==> config.mk <==
export PLATFORM = sky130hd
export DESIGN_NAME = fir_out_decimator
export DESIGN_NICKNAME = d
export VERILOG_FILES = /design/src/rtl/fir_pkg.sv /design/src/rtl/dec_out_fifo.sv /design/src/rtl/fir_out_decimator.sv
export SDC_FILE = /design/constraint.sdc
export NUM_CORES = 1
export LEC_CHECK = 0
export CORE_ASPECT_RATIO = 0.8
export CORE_UTILIZATION = 60
export DETAILED_ROUTE_END_ITERATION = 10
export GPL_TIMING_DRIVEN = 0
export PLACE_DENSITY_LB_ADDON = 0.05
export SLEW_MARGIN = 20
export SYNTH_ARGS = -nofsm -noshare
export SYNTH_HDL_FRONTEND = slang
export SYNTH_SLANG_ARGS = --single-unit
==> constraint.sdc <==
create_clock -name clk -period 7.95 [get_ports clk]
set_input_delay 1.59 -clock clk [delete_from_list [all_inputs] [get_ports clk]]
set_output_delay 1.59 -clock clk [all_outputs]
set_load 0.01 [all_outputs]
==> src/rtl/fir_pkg.sv <==
// Shared constants and types for the FIR output decimator slice.
// Optional feature macro used by the top: DECIM_DROP_COUNT_EN.
package fir_pkg;

    localparam int DATA_W     = 8;
    localparam int MAX_DEC    = 8;
    localparam int ACC_W      = DATA_W + 3;
    localparam int FIFO_DEPTH = 4;

    localparam int PHASE_W = $clog2(MAX_DEC);
    localparam int LEVEL_W = $clog2(FIFO_DEPTH + 1);

    typedef logic [DATA_W-1:0]  sample_t;
    typedef logic [ACC_W-1:0]   acc_t;
    typedef logic [PHASE_W-1:0] phase_t;
    typedef logic [PHASE_W:0]   factor_t;

endpackage

==> src/rtl/dec_out_fifo.sv <==
// Synchronous first-word-fall-through FIFO; head is read straight from the
// register array, so a pushed word appears the cycle after the push.
module dec_out_fifo #(
    parameter int WIDTH = 11,
    parameter int DEPTH = 4
) (
    input  logic                         clk,
    input  logic                         rst,
    input  logic                         i_push,
    input  logic [WIDTH-1:0]             i_data,
    input  logic                         i_pop,
    output logic                         o_full,
    output logic                         o_empty,
    output logic [$clog2(DEPTH+1)-1:0]   o_level,
    output logic [WIDTH-1:0]             o_head
);

    localparam int ADDR_W  = $clog2(DEPTH);
    localparam int LEVEL_W = $clog2(DEPTH + 1);

    logic [WIDTH-1:0]   r_mem [DEPTH];
    logic [ADDR_W-1:0]  r_wr_ptr;
    logic [ADDR_W-1:0]  r_rd_ptr;
    logic [LEVEL_W-1:0] r_level;

    logic w_do_pop;
    logic w_do_push;

    assign o_empty = (r_level == '0);
    assign o_full  = (r_level == LEVEL_W'(DEPTH));
    assign o_level = r_level;
    assign o_head  = o_empty ? '0 : r_mem[r_rd_ptr];

    // Pop is resolved first, so a push into a full FIFO succeeds when the head leaves.
    assign w_do_pop  = i_pop && !o_empty;
    assign w_do_push = i_push && (!o_full || w_do_pop);

    // NOTE: storage is deliberately not reset; o_head is masked while empty,
    // so stale entries are never observable and the array stays plain flops.
    always_ff @(posedge clk) begin
        if (w_do_push) begin
            r_mem[r_wr_ptr] <= i_data;
        end
    end

    always_ff @(posedge clk) begin
        if (rst) begin
            r_wr_ptr <= '0;
            r_rd_ptr <= '0;
            r_level  <= '0;
        end else begin
            if (w_do_push) begin
                r_wr_ptr <= r_wr_ptr + ADDR_W'(1);
            end
            if (w_do_pop) begin
                r_rd_ptr <= r_rd_ptr + ADDR_W'(1);
            end
            if (w_do_push && !w_do_pop) begin
                r_level <= r_level + LEVEL_W'(1);
            end else if (!w_do_push && w_do_pop) begin
                r_level <= r_level - LEVEL_W'(1);
            end
        end
    end

endmodule

==> src/rtl/fir_out_decimator.sv <==
// Accumulate-and-dump decimator (factor 1..8) feeding a 4-entry FWFT FIFO.
// Define DECIM_DROP_COUNT_EN to build the saturating dropped-dump counter.
module fir_out_decimator
    import fir_pkg::*;
(
    input  logic               clk,
    input  logic               rst,
    input  logic [2:0]         dec_sel,
    input  logic               in_valid,
    input  sample_t            in_data,
    output logic               out_valid,
    output acc_t               out_data,
    input  logic               out_ready,
    output logic [LEVEL_W-1:0] level,
    output logic               overflow,
    output logic [7:0]         drop_count
);

    phase_t  r_phase;
    acc_t    r_acc;
    factor_t r_factor;
    logic    r_overflow;

    factor_t w_factor;
    acc_t    w_sum;
    logic    w_dump;
    logic    w_full;
    logic    w_empty;
    logic    w_drop;

    // A frame latches its factor on its first sample and uses it immediately.
    assign w_factor = (r_phase == '0) ? ({1'b0, dec_sel} + factor_t'(1)) : r_factor;
    assign w_sum    = (r_phase == '0) ? acc_t'(in_data) : (r_acc + acc_t'(in_data));
    assign w_dump   = in_valid && ({1'b0, r_phase} == (w_factor - factor_t'(1)));
    assign w_drop   = w_dump && w_full && !(out_valid && out_ready);

    always_ff @(posedge clk) begin
        if (rst) begin
            r_phase    <= '0;
            r_acc      <= '0;
            r_factor   <= factor_t'(1);
            r_overflow <= 1'b0;
        end else begin
            if (in_valid) begin
                r_acc    <= w_sum;
                r_factor <= w_factor;
                r_phase  <= w_dump ? '0 : (r_phase + phase_t'(1));
            end
            if (w_drop) begin
                r_overflow <= 1'b1;
            end
        end
    end

    dec_out_fifo #(
        .WIDTH (ACC_W),
        .DEPTH (FIFO_DEPTH)
    ) u_fifo (
        .clk     (clk),
        .rst     (rst),
        .i_push  (w_dump),
        .i_data  (w_sum),
        .i_pop   (out_ready),
        .o_full  (w_full),
        .o_empty (w_empty),
        .o_level (level),
        .o_head  (out_data)
    );

    assign out_valid = !w_empty;
    assign overflow  = r_overflow;

`ifdef DECIM_DROP_COUNT_EN
    logic [7:0] r_drop_count;

    always_ff @(posedge clk) begin
        if (rst) begin
            r_drop_count <= '0;
        end else if (w_drop && (r_drop_count != 8'hFF)) begin
            r_drop_count <= r_drop_count + 8'd1;
        end
    end

    assign drop_count = r_drop_count;
`else
    assign drop_count = '0;
`endif

endmodule

**Word level (Yosys, flattened, before mapping)**

Memories as Yosys holds them, arrays and structs flattened. A register that Yosys moved wholly into a read port is not among the register bits.
Cells that the tools add are included.

- Register bits: 26
- Memory bits (writable): 44
- Input port bits: 15
- Output and inout port bits: 24
- Word-level logic and storage cells: 43
- Memories: 1

Memory list:

| name | depth | bits a word | rd ports | clocked after Yosys merged registers in | write ports | RTL line | source |
|---|---|---|---|---|---|---|---|
| u_fifo.r_mem | 4 | 11 | 1 | 1 | 1 | dec_out_fifo.sv:21 | `logic [WIDTH-1:0] r_mem [DEPTH];` |

- Add/subtract/negate cells: 8
- Equal/unequal tests: 2
- Mux-type cells: 10
- Reductions and logical operators: 15

Operators by type and width:

| kind | count |
|---|---|
| two-way mux 11 bit | 2 |
| adder 11 x 8 -> 11 bit | 1 |
| two-way mux 3 bit | 3 |
| logical AND 1 bit | 7 |
| adder 3 x 1 -> 3 bit, second input constant | 2 |
| logical NOT 3 bit | 2 |
| adder 2 x 1 -> 2 bit, second input constant | 2 |
| adder 3 x 1 -> 4 bit, second input constant | 1 |
| equality test 3 x 4 -> 1 bit | 1 |
| logical NOT 1 bit | 4 |
| two-way mux 2 bit | 2 |
| two-way mux 4 bit | 1 |
| subtractor 4 x 1 -> 4 bit, second input constant | 1 |
| equality test 3 bit, second input constant | 1 |
| subtractor 3 x 1 -> 3 bit, second input constant | 1 |
| two-way mux 1 bit | 2 |
| nonzero test 2 bit | 1 |
| logical OR 1 bit | 1 |

**Depth between registers and ports, before layout**

Gate-level depths: netlist of the first run.

- Word-level depth: 10
- Depth in mapped cells: 16
- Gate-level depth less buffers: 15

**Hierarchy**

Synthesis of the first run repeated with hierarchy kept, for this count alone.

- Cells, all modules: 309
- Area total of the unflattened synthesis: 3718.6 µm²

By module, submodules not included:

| module | times used | cells each | area an instance (µm²) | seq. area each (µm²) |
|---|---|---|---|---|
| dec_out_fifo | 1 | 118 | 2164.6 | 1501.4 |
| fir_out_decimator | 1 | 191 | 1554.0 | 380.4 |

**Worst setup path before layout of the first run**

OpenSTA, ideal clock, no wires.

- Path type: in2reg
- Start point: in dec_sel[0]
- End point: reg u_fifo.r_level[2] (netlist: u_fifo.o_level[2])
- Setup time: 71 ps
- Data arrival time: 4411 ps
- Data required time: 7879 ps
- Setup slack: 3468 ps
- Cell stages on the path: 13
- Buffers on the path: 0
- Cell sequence: ha_1 mux2i_1 ha_1 nor4b_1 nor4_2 nand3_2 nor4_4 ha_1 inv_1 fa_1 xor2_1 or3_1 a21oi_1

- Cells in the longest elaborated chain, start to end: 9
- Elaborated cells on any way between the ends: 11
- Those cells by class: add/sub (2); eq/ne (1); mux (2); reduce/logical (6)

Ends and longest elaborated chain:

| item | RTL line | source |
|---|---|---|
| start: declaration | fir_out_decimator.sv:8 | `input logic [2:0] dec_sel,` |
| adder 3 x 1 -> 4 bit * | fir_out_decimator.sv:32 | `assign w_factor = (r_phase == '0) ? ({1'b0, dec_sel} + factor_t'(1)) : r_factor;` |
| two-way mux 4 bit * | fir_out_decimator.sv:32 |  |
| subtractor 4 x 1 -> 4 bit * | fir_out_decimator.sv:34 | `assign w_dump = in_valid && ({1'b0, r_phase} == (w_factor - factor_t'(1)));` |
| equality test 3 x 4 -> 1 bit * | fir_out_decimator.sv:34 |  |
| logical AND 1 bit * | fir_out_decimator.sv:34 |  |
| logical AND 1 bit * | dec_out_fifo.sv:36 | `assign w_do_push = i_push && (!o_full \|\| w_do_pop);` |
| named net u_fifo.w_do_push | dec_out_fifo.sv:27 | `logic w_do_push;` |
| logical NOT 1 bit | dec_out_fifo.sv:60 | `end else if (!w_do_push && w_do_pop) begin` |
| logical AND 1 bit | dec_out_fifo.sv:60 |  |
| nonzero test 2 bit (no source line) | - |  |
| end signal: assignment | dec_out_fifo.sv:59 | `r_level <= r_level + LEVEL_W'(1);` |
| end signal: assignment | dec_out_fifo.sv:61 | `r_level <= r_level - LEVEL_W'(1);` |
| end: declaration | dec_out_fifo.sv:24 | `logic [LEVEL_W-1:0] r_level;` |

The timed path passes the listed nets; every way through them passes the cells marked *.
A chain may end at the register's enable or synchronous reset.

**Worst setup path after layout of the first run**

Same ends and word-level chain as after synthesis.

==> flow_metrics.env, run 1 <==
export IMPL_status="complete, no violations"
export IMPL_max_vdd_ir_drop_mv=0.1819
export IMPL_die_area_mm2=0.006553
export IMPL_grt_start_max_net_pins=14
export IMPL_port_buffer_count=28
export IMPL_rsz0062_at_grt="false"
export IMPL_dr_pass1_iters=4
export IMPL_postCtsSetupRepairBufs=0
export IMPL_worst_setup_path_start_kind="input pin"
export IMPL_ioPinCount=39
export IMPL_clockRootBuffer="clkbuf_8"
export IMPL_reg2reg_from="r_phase[1]"
export IMPL_hold_path_class="reg2reg"
export IMPL_synth_top_area_share_pct=35.34
export IMPL_maxSlewViolCount=0
export IMPL_cpMostUsedCell="ha_1"
export IMPL_clock_sinks=72
export IMPL_synth_area_leaders="edfxtp_1 (35%), dfxtp_1 (15%), mux4_2 (6.6%)"
export IMPL_fin_crit_sh_pct=62.85
export IMPL_crit_buf_inv=2
export IMPL_syn_mean_instance_area_um2=11.68
export IMPL_htreeDepth=3
export IMPL_clk_path_buf_depth=2
export IMPL_ys_types=60
export IMPL_dr_first_iter_drc_count=135
export IMPL_cts_hold_buf=0
export IMPL_avgRoutedWirePerCell_um=15.32
export IMPL_tightest_slew_ns=0.5973
export IMPL_grt_pass1_wl_mm=11.58
export IMPL_finalSetupTns_ns=0
export IMPL_final_setup_viol_count=0
export IMPL_drc=0
export IMPL_die_x_um=90.26
export IMPL_synthArstFlopShare_pct=0
export IMPL_cp_max_fo=7
export IMPL_crit_chain="clkdlybuf4s50_1 -> ha_1 -> mux2i_1 -> ha_1 -> nor4b_1 -> nor4_2 -> nand3_2 -> nor4_4 -> ha_1 -> inv_1 -> fa_1 -> xor2_1 -> or3_1 -> a21oi_1"
export IMPL_grt_total_usage_pct=23.45
export IMPL_routabilityCongestion=0.8960
export IMPL_start_util_pct=62.58
export IMPL_met3_usage_pct=5.625
export IMPL_cts_resized_gates=0
export IMPL_cts_tree="done"
export IMPL_startpoint="dec_sel[0]"
export IMPL_relSlewSlack_pct=60.18
export IMPL_fin_nets=400
export IMPL_end_kind="flop"
export IMPL_synth_edf_count=44
export IMPL_seq_area_mm2=0.001882
export IMPL_hpwl_mm=4.948
export IMPL_fin_crit_ns=4.996
export IMPL_use_met2_pct=38.93
export IMPL_multi_input_area_mm2=0.001707
export IMPL_ys_seq_area_share_pct=50.33
export IMPL_clk_latency_ns=0.35
export IMPL_p_leak_nw=1.620
export IMPL_fill_cells=409
export IMPL_synth_warnings=0
export IMPL_grt_pass1_vias=2393
export IMPL_synth_cells=320
export IMPL_hold_violations=0
export IMPL_p_per_area_mw_per_mm2=315.4
export IMPL_ant_nets=0
export IMPL_cap_violations=0
export IMPL_vias_per_cell=5.631
export IMPL_num_rows=25
export IMPL_synth_ff_type="edfxtp_1"
export IMPL_required_ns=8.23
export IMPL_critPathArrivalTime_ns=5.27
export IMPL_ys_ff_latch=72
export IMPL_slowest_delay_ns=0.46
export IMPL_synthesis_area_mm2=0.003739
export IMPL_totalWireLength_mm=6.926
export IMPL_critical_path_class="in2reg"
export IMPL_syn_to_final_growth_pct=17.00
export IMPL_die_h_um=72.60
export IMPL_placed_cells=436
export IMPL_gr_total_overflow=0
export IMPL_grtUsageMet1_pct=30.80
export IMPL_top_usage_layer="met2"
export IMPL_fin_cells=452
export IMPL_critPathSlowestCell="clkdlybuf4s50_1"
export IMPL_path_clk_slew_ns=0.07
export IMPL_diodes=0
export IMPL_synth_top_area_cell="edfxtp_1"
export IMPL_vias=2545
export IMPL_core_area_mm2=0.005974
export IMPL_antenna_found_initial=0
export IMPL_skew_ns=0.007728
export IMPL_cpLargestDelayFamily="simple AND/OR/NAND/NOR gates"
export IMPL_final_util_pct=73.21
export IMPL_hold_start="overflow"
export IMPL_power_mw=1.380
export IMPL_cts_buffers=9
export IMPL_fmax_ghz=0.2002
export IMPL_drive_gt1_share_pct=13.48
==> worst reg2reg max path, cell delays in order (launching register included) <==
cell and delay (ns):
dfxtp_1 0.35, inv_1 0.11, ha_1 0.29, nor2b_4 0.22, buf_2 0.23, mux2i_1 0.28, ha_1 0.28, nor4b_1 0.09
nor4_2 0.34, nand3_2 0.15, nor4_4 0.46, ha_1 0.27, inv_1 0.06, fa_1 0.37, xor2_1 0.18, or3_1 0.31
a21oi_1 0.15
==> report_power, final <==
part           switching [mW]  internal (mW)  total, mW
registers              0.0275          0.476      0.503
clock network           0.142          0.187      0.329
logic                   0.294          0.254      0.547
==> registers in the layout (all words and copies together), names as in the netlist, named ones only <==
signal / count
u_fifo.r_wr_ptr: 2
u_fifo.r_rd_ptr: 2
r_acc: 11
u_fifo.o_level: 3
r_factor: 4
u_fifo.r_mem: 44
r_phase: 3
overflow: 1
==> through the flow <==
stage	area, um^2	setup slack, ns	hold slack [ns]
final	4374	2.954	0.4913
after floorplan	3765	3.468	0.4491
after global placement	4146	2.719	0.4505
after global routing	4374	2.622	0.5020
after CTS	4374	2.951	0.4957
after detailed placement	4146	2.595	0.4837
==> path summary, 6_finish.rpt <==
| path | cells past startpoint | endpoint | slack [ns] |
|---|---|---|---|
| setup reg to reg | 16 | u_fifo.o_level[2] | 3.72 |
| setup / recovery | 14 | u_fifo.o_level[2] | 2.95 |
| hold / removal | 1 | overflow | 0.49 |
| hold reg to reg | 1 | overflow | 0.49 |
==> routing by layer <==
| metal | vias to the layer above | wire, um |
|---|---|---|
| met4 | 0 | 83 |
| li1 | 1261 | - |
| met3 | 7 | 320 |
| met5 | - | 0 |
| met2 | 60 | 3299 |
| met1 | 1217 | 3221 |
==> cells in the mapped netlist (6+ instances only) <==
| cell type | number |
|---|---|
| xor2_1 | 9 |
| and2_1 | 18 |
| nand2_1 | 21 |
| a21oi_1 | 12 |
| dfxtp_1 | 28 |
| buf_4 | 8 |
| mux4_2 | 11 |
| edfxtp_1 | 44 |
| ha_1 | 17 |
| nand3_1 | 6 |
| o21ai_0 | 6 |
| nor2_1 | 27 |
| clkbuf_1 | 8 |
| a211oi_1 | 6 |
| inv_1 | 12 |
==> cells by family after synthesis <==
family          count (synthesis)  synth area share (%)
compound gates                 54                 10.48
xor+xnor                       13                 3.046
fa+ha+maj                      19                 6.760
buf+inv                        36                 4.719
flops                          72                 50.33
mux                            17                 8.367
other cells                     1                0.1003
simple gates                  108                 16.20
==> area by class of cell <==
| cell class | instances | area share (%) |
|---|---|---|
| sequential | 72 | 43.02 |
| clock inverter | 6 | 2.059 |
| buffer | 22 | 2.832 |
| clock buffer | 10 | 3.146 |
| inverter | 14 | 1.201 |
| multi-input combinational | 219 | 39.02 |
| tap | 81 | 2.317 |
| timing repair buffer | 28 | 6.407 |
==> cell usage in the layout, fill, tap and decap left out, types with 8 or more instances in the layout <==
| master | netlist | final |
|---|---|---|
| edfxtp_1 | 44 | 44 |
| dfxtp_1 | 28 | 28 |
| clkdlybuf4s50_1 | 0 | 28 |
| nor2_1 | 27 | 27 |
| nand2_1 | 21 | 21 |
| and2_1 | 18 | 18 |
| ha_1 | 17 | 17 |
| inv_1 | 12 | 12 |
| a21oi_1 | 12 | 12 |
| mux4_2 | 11 | 11 |
| clkbuf_8 | 0 | 10 |
| xor2_1 | 9 | 9 |
| clkbuf_1 | 8 | 8 |
| buf_4 | 8 | 8 |
| conb_1 | 1 | 8 |
Power figures use the tool's default switching activity.
==> run 2: changes to the inputs <==
--- a/config.mk
+++ b/config.mk
@@ -6,7 +6,7 @@
 export NUM_CORES = 1
 export LEC_CHECK = 0
 export CORE_ASPECT_RATIO = 0.8
-export CORE_UTILIZATION = 60
+export CORE_UTILIZATION = 51
 export DETAILED_ROUTE_END_ITERATION = 10
 export GPL_TIMING_DRIVEN = 0
 export PLACE_DENSITY_LB_ADDON = 0.05
==> constraint.sdc (replaced) <==
create_clock -name clk -period 4.29 [get_ports clk]
set_input_delay 0.858 -clock clk [delete_from_list [all_inputs] [get_ports clk]]
set_output_delay 0.858 -clock clk [all_outputs]
set_load 0.01 [all_outputs]
==> run 2 against run 1 <==
  * Clock skew about the same
  * Critical path depth unchanged
  * Largest power group unchanged
  * Highest routed layer unchanged
  * Wire length increased by 3.2%
  * The run now ends with design-rule violations left
  * Total power increased by 82%
  * Largest cell class unchanged
==> flow_metrics.env, run 2 (synthesis results as in run 1) <==
export IMPL_hold_violations=0
export IMPL_grt_pass1_vias=2345
export IMPL_required_ns=4.56
export IMPL_power_mw=2.512
export IMPL_end_kind="flop"
export IMPL_maxSlewViolCount=0
export IMPL_grt_pass1_wl_mm=11.67
export IMPL_ioPinCount=39
export IMPL_hold_path_class="reg2reg"
export IMPL_critPathArrivalTime_ns=4.35
export IMPL_place_area_mm2=0.004154
export IMPL_p_leak_nw=1.621
export IMPL_fin_crit_sh_pct=95.07
export IMPL_hpwl_mm=4.974
export IMPL_ant_nets=0
export IMPL_cpMostUsedCell="ha_1"
export IMPL_cts_tree="done"
export IMPL_worst_setup_path_start_kind="input pin"
export IMPL_totalWireLength_mm=7.148
export IMPL_num_rows=27
export IMPL_grt_start_max_net_pins=14
export IMPL_die_x_um=97.73
export IMPL_cp_max_fo=6
export IMPL_cts_buffers=9
export IMPL_clk_path_buf_depth=2
export IMPL_gr_total_overflow=0
export IMPL_final_setup_viol_count=0
export IMPL_relSlewSlack_pct=57.74
export IMPL_routabilityCongestion=0.8017
export IMPL_antenna_found_initial=0
export IMPL_final_cell_mix="edfxtp_1 (44), dfxtp_1 (28), clkdlybuf4s50_1 (28), nor2_1 (27), nand2_1 (21)"
export IMPL_critPathSlowestCell="clkdlybuf4s50_1"
export IMPL_skew_ns=0.007978
export IMPL_syn_to_final_growth_pct=17.34
export IMPL_dr_pass1_iters=7
export IMPL_rsz0062_at_grt="false"
export IMPL_seq_area_mm2=0.001882
export IMPL_fmax_ghz=0.2452
export IMPL_largest_reg_flops=44
export IMPL_start_util_pct=53.46
export IMPL_die_h_um=78.58
export IMPL_diodes=0
export IMPL_vias_per_cell=5.446
export IMPL_vias=2516
export IMPL_clock_sinks=72
export IMPL_fin_nets=404
export IMPL_clockRootBuffer="clkbuf_8"
export IMPL_avgRoutedWirePerCell_um=15.47
export IMPL_fill_cells=545
export IMPL_r2r_slack_ns=0.29
export IMPL_die_area_mm2=0.007679
export IMPL_critical_path_class="in2reg"
export IMPL_max_vdd_ir_drop_mv=0.2217
export IMPL_path_clk_slew_ns=0.08
export IMPL_slowest_delay_ns=0.46
export IMPL_port_buffer_count=28
export IMPL_htreeDepth=3
export IMPL_dr_first_iter_drc_count=145
export IMPL_drive_gt1_share_pct=14.67
export IMPL_fin_hold_ws_ns=0.4685
export IMPL_grt_total_usage_pct=20.16
export IMPL_multi_input_area_mm2=0.001713
export IMPL_fin_crit_ns=4.079
export IMPL_final_common_cell="edfxtp_1"
export IMPL_regMostFlops="u_fifo.r_mem"
export IMPL_design_area_mm2=0.004387
export IMPL_clk_latency_ns=0.35
export IMPL_tightest_slew_ns=0.6272
export IMPL_violations="design-rule violations"
export IMPL_top_regs="u_fifo.r_mem x44, r_acc x11, r_factor x4"
export IMPL_status="finished with violations"
export IMPL_p_per_area_mw_per_mm2=572.6
export IMPL_crit_chain="clkdlybuf4s50_1 -> ha_1 -> mux2i_2 -> ha_1 -> nor4b_1 -> nor4_2 -> nand3_2 -> nor4_4 -> ha_1 -> inv_1 -> fa_1 -> xor2_1 -> or3_1 -> a21oi_1"
export IMPL_drc=6
export IMPL_core_area_mm2=0.006993
export IMPL_cap_violations=0
[run 2: layer usage]
layer | GRT usage [%] | share of wire (%)
met2 | 34.18 | 47
met4 | 5.455 | 0.42
met1 | 25.67 | 48
met5 | 0 | 0
met3 | 5.343 | 3.8
[run 2: worst paths after layout]
check / startpoint / endpoint / cells past startpoint
max: dec_sel[0] / u_fifo.o_level[2] / 14
min: overflow / overflow / 1
max reg2reg: r_phase[1] / u_fifo.o_level[2] / 16
min reg2reg: overflow / overflow / 1
[run 2: critical path: cells and delay by family]
kind | cells | cell delay (ns)
simple gates | 5 | 1.24
mux | 1 | 0.20
buf+inv | 2 | 0.52
xor+xnor | 1 | 0.17
fa+ha+maj | 4 | 1.23
compound gates | 1 | 0.13
[run 2: final cells by class]
class | instances | area share (%)
plain buffers | 22 | 2.824
clock buffers | 10 | 2.909
clock inverters | 6 | 1.569
inverters | 14 | 1.198
multi-input cells | 219 | 39.05
flip-flops and latches | 72 | 42.90
well taps | 87 | 2.481
repair buffers | 32 | 7.074
[run 2: where the power goes]
group          total, mW  switching (mW)  internal (mW)
sequential         0.934          0.0519          0.882
clock              0.536           0.265          0.272
combinational       1.04           0.552          0.490
[run 2: per-stage QoR]
stage,setup TNS (ns),cells,util (%),worst slack (ns)
3_5_place_dp,-0.2733,442,59.40,-0.2733
3_3_place_gp,-0.2174,442,59.40,-0.2174
6_report,0,462,62.73,0.2114
2_1_floorplan,0,327,-,0.5404
5_1_grt,0,462,62.73,0.02250
4_1_cts,0,458,62.21,0.05976
[run 2: timing repair]
| action | 4_1_cts | 5_1_grt |
|---|---|---|
| setup endpoints to repair | 0 | 1 |
| resized for setup | 0 | 2 |
| hold buffers | 0 | 0 |
| setup buffers | 0 | 4 |
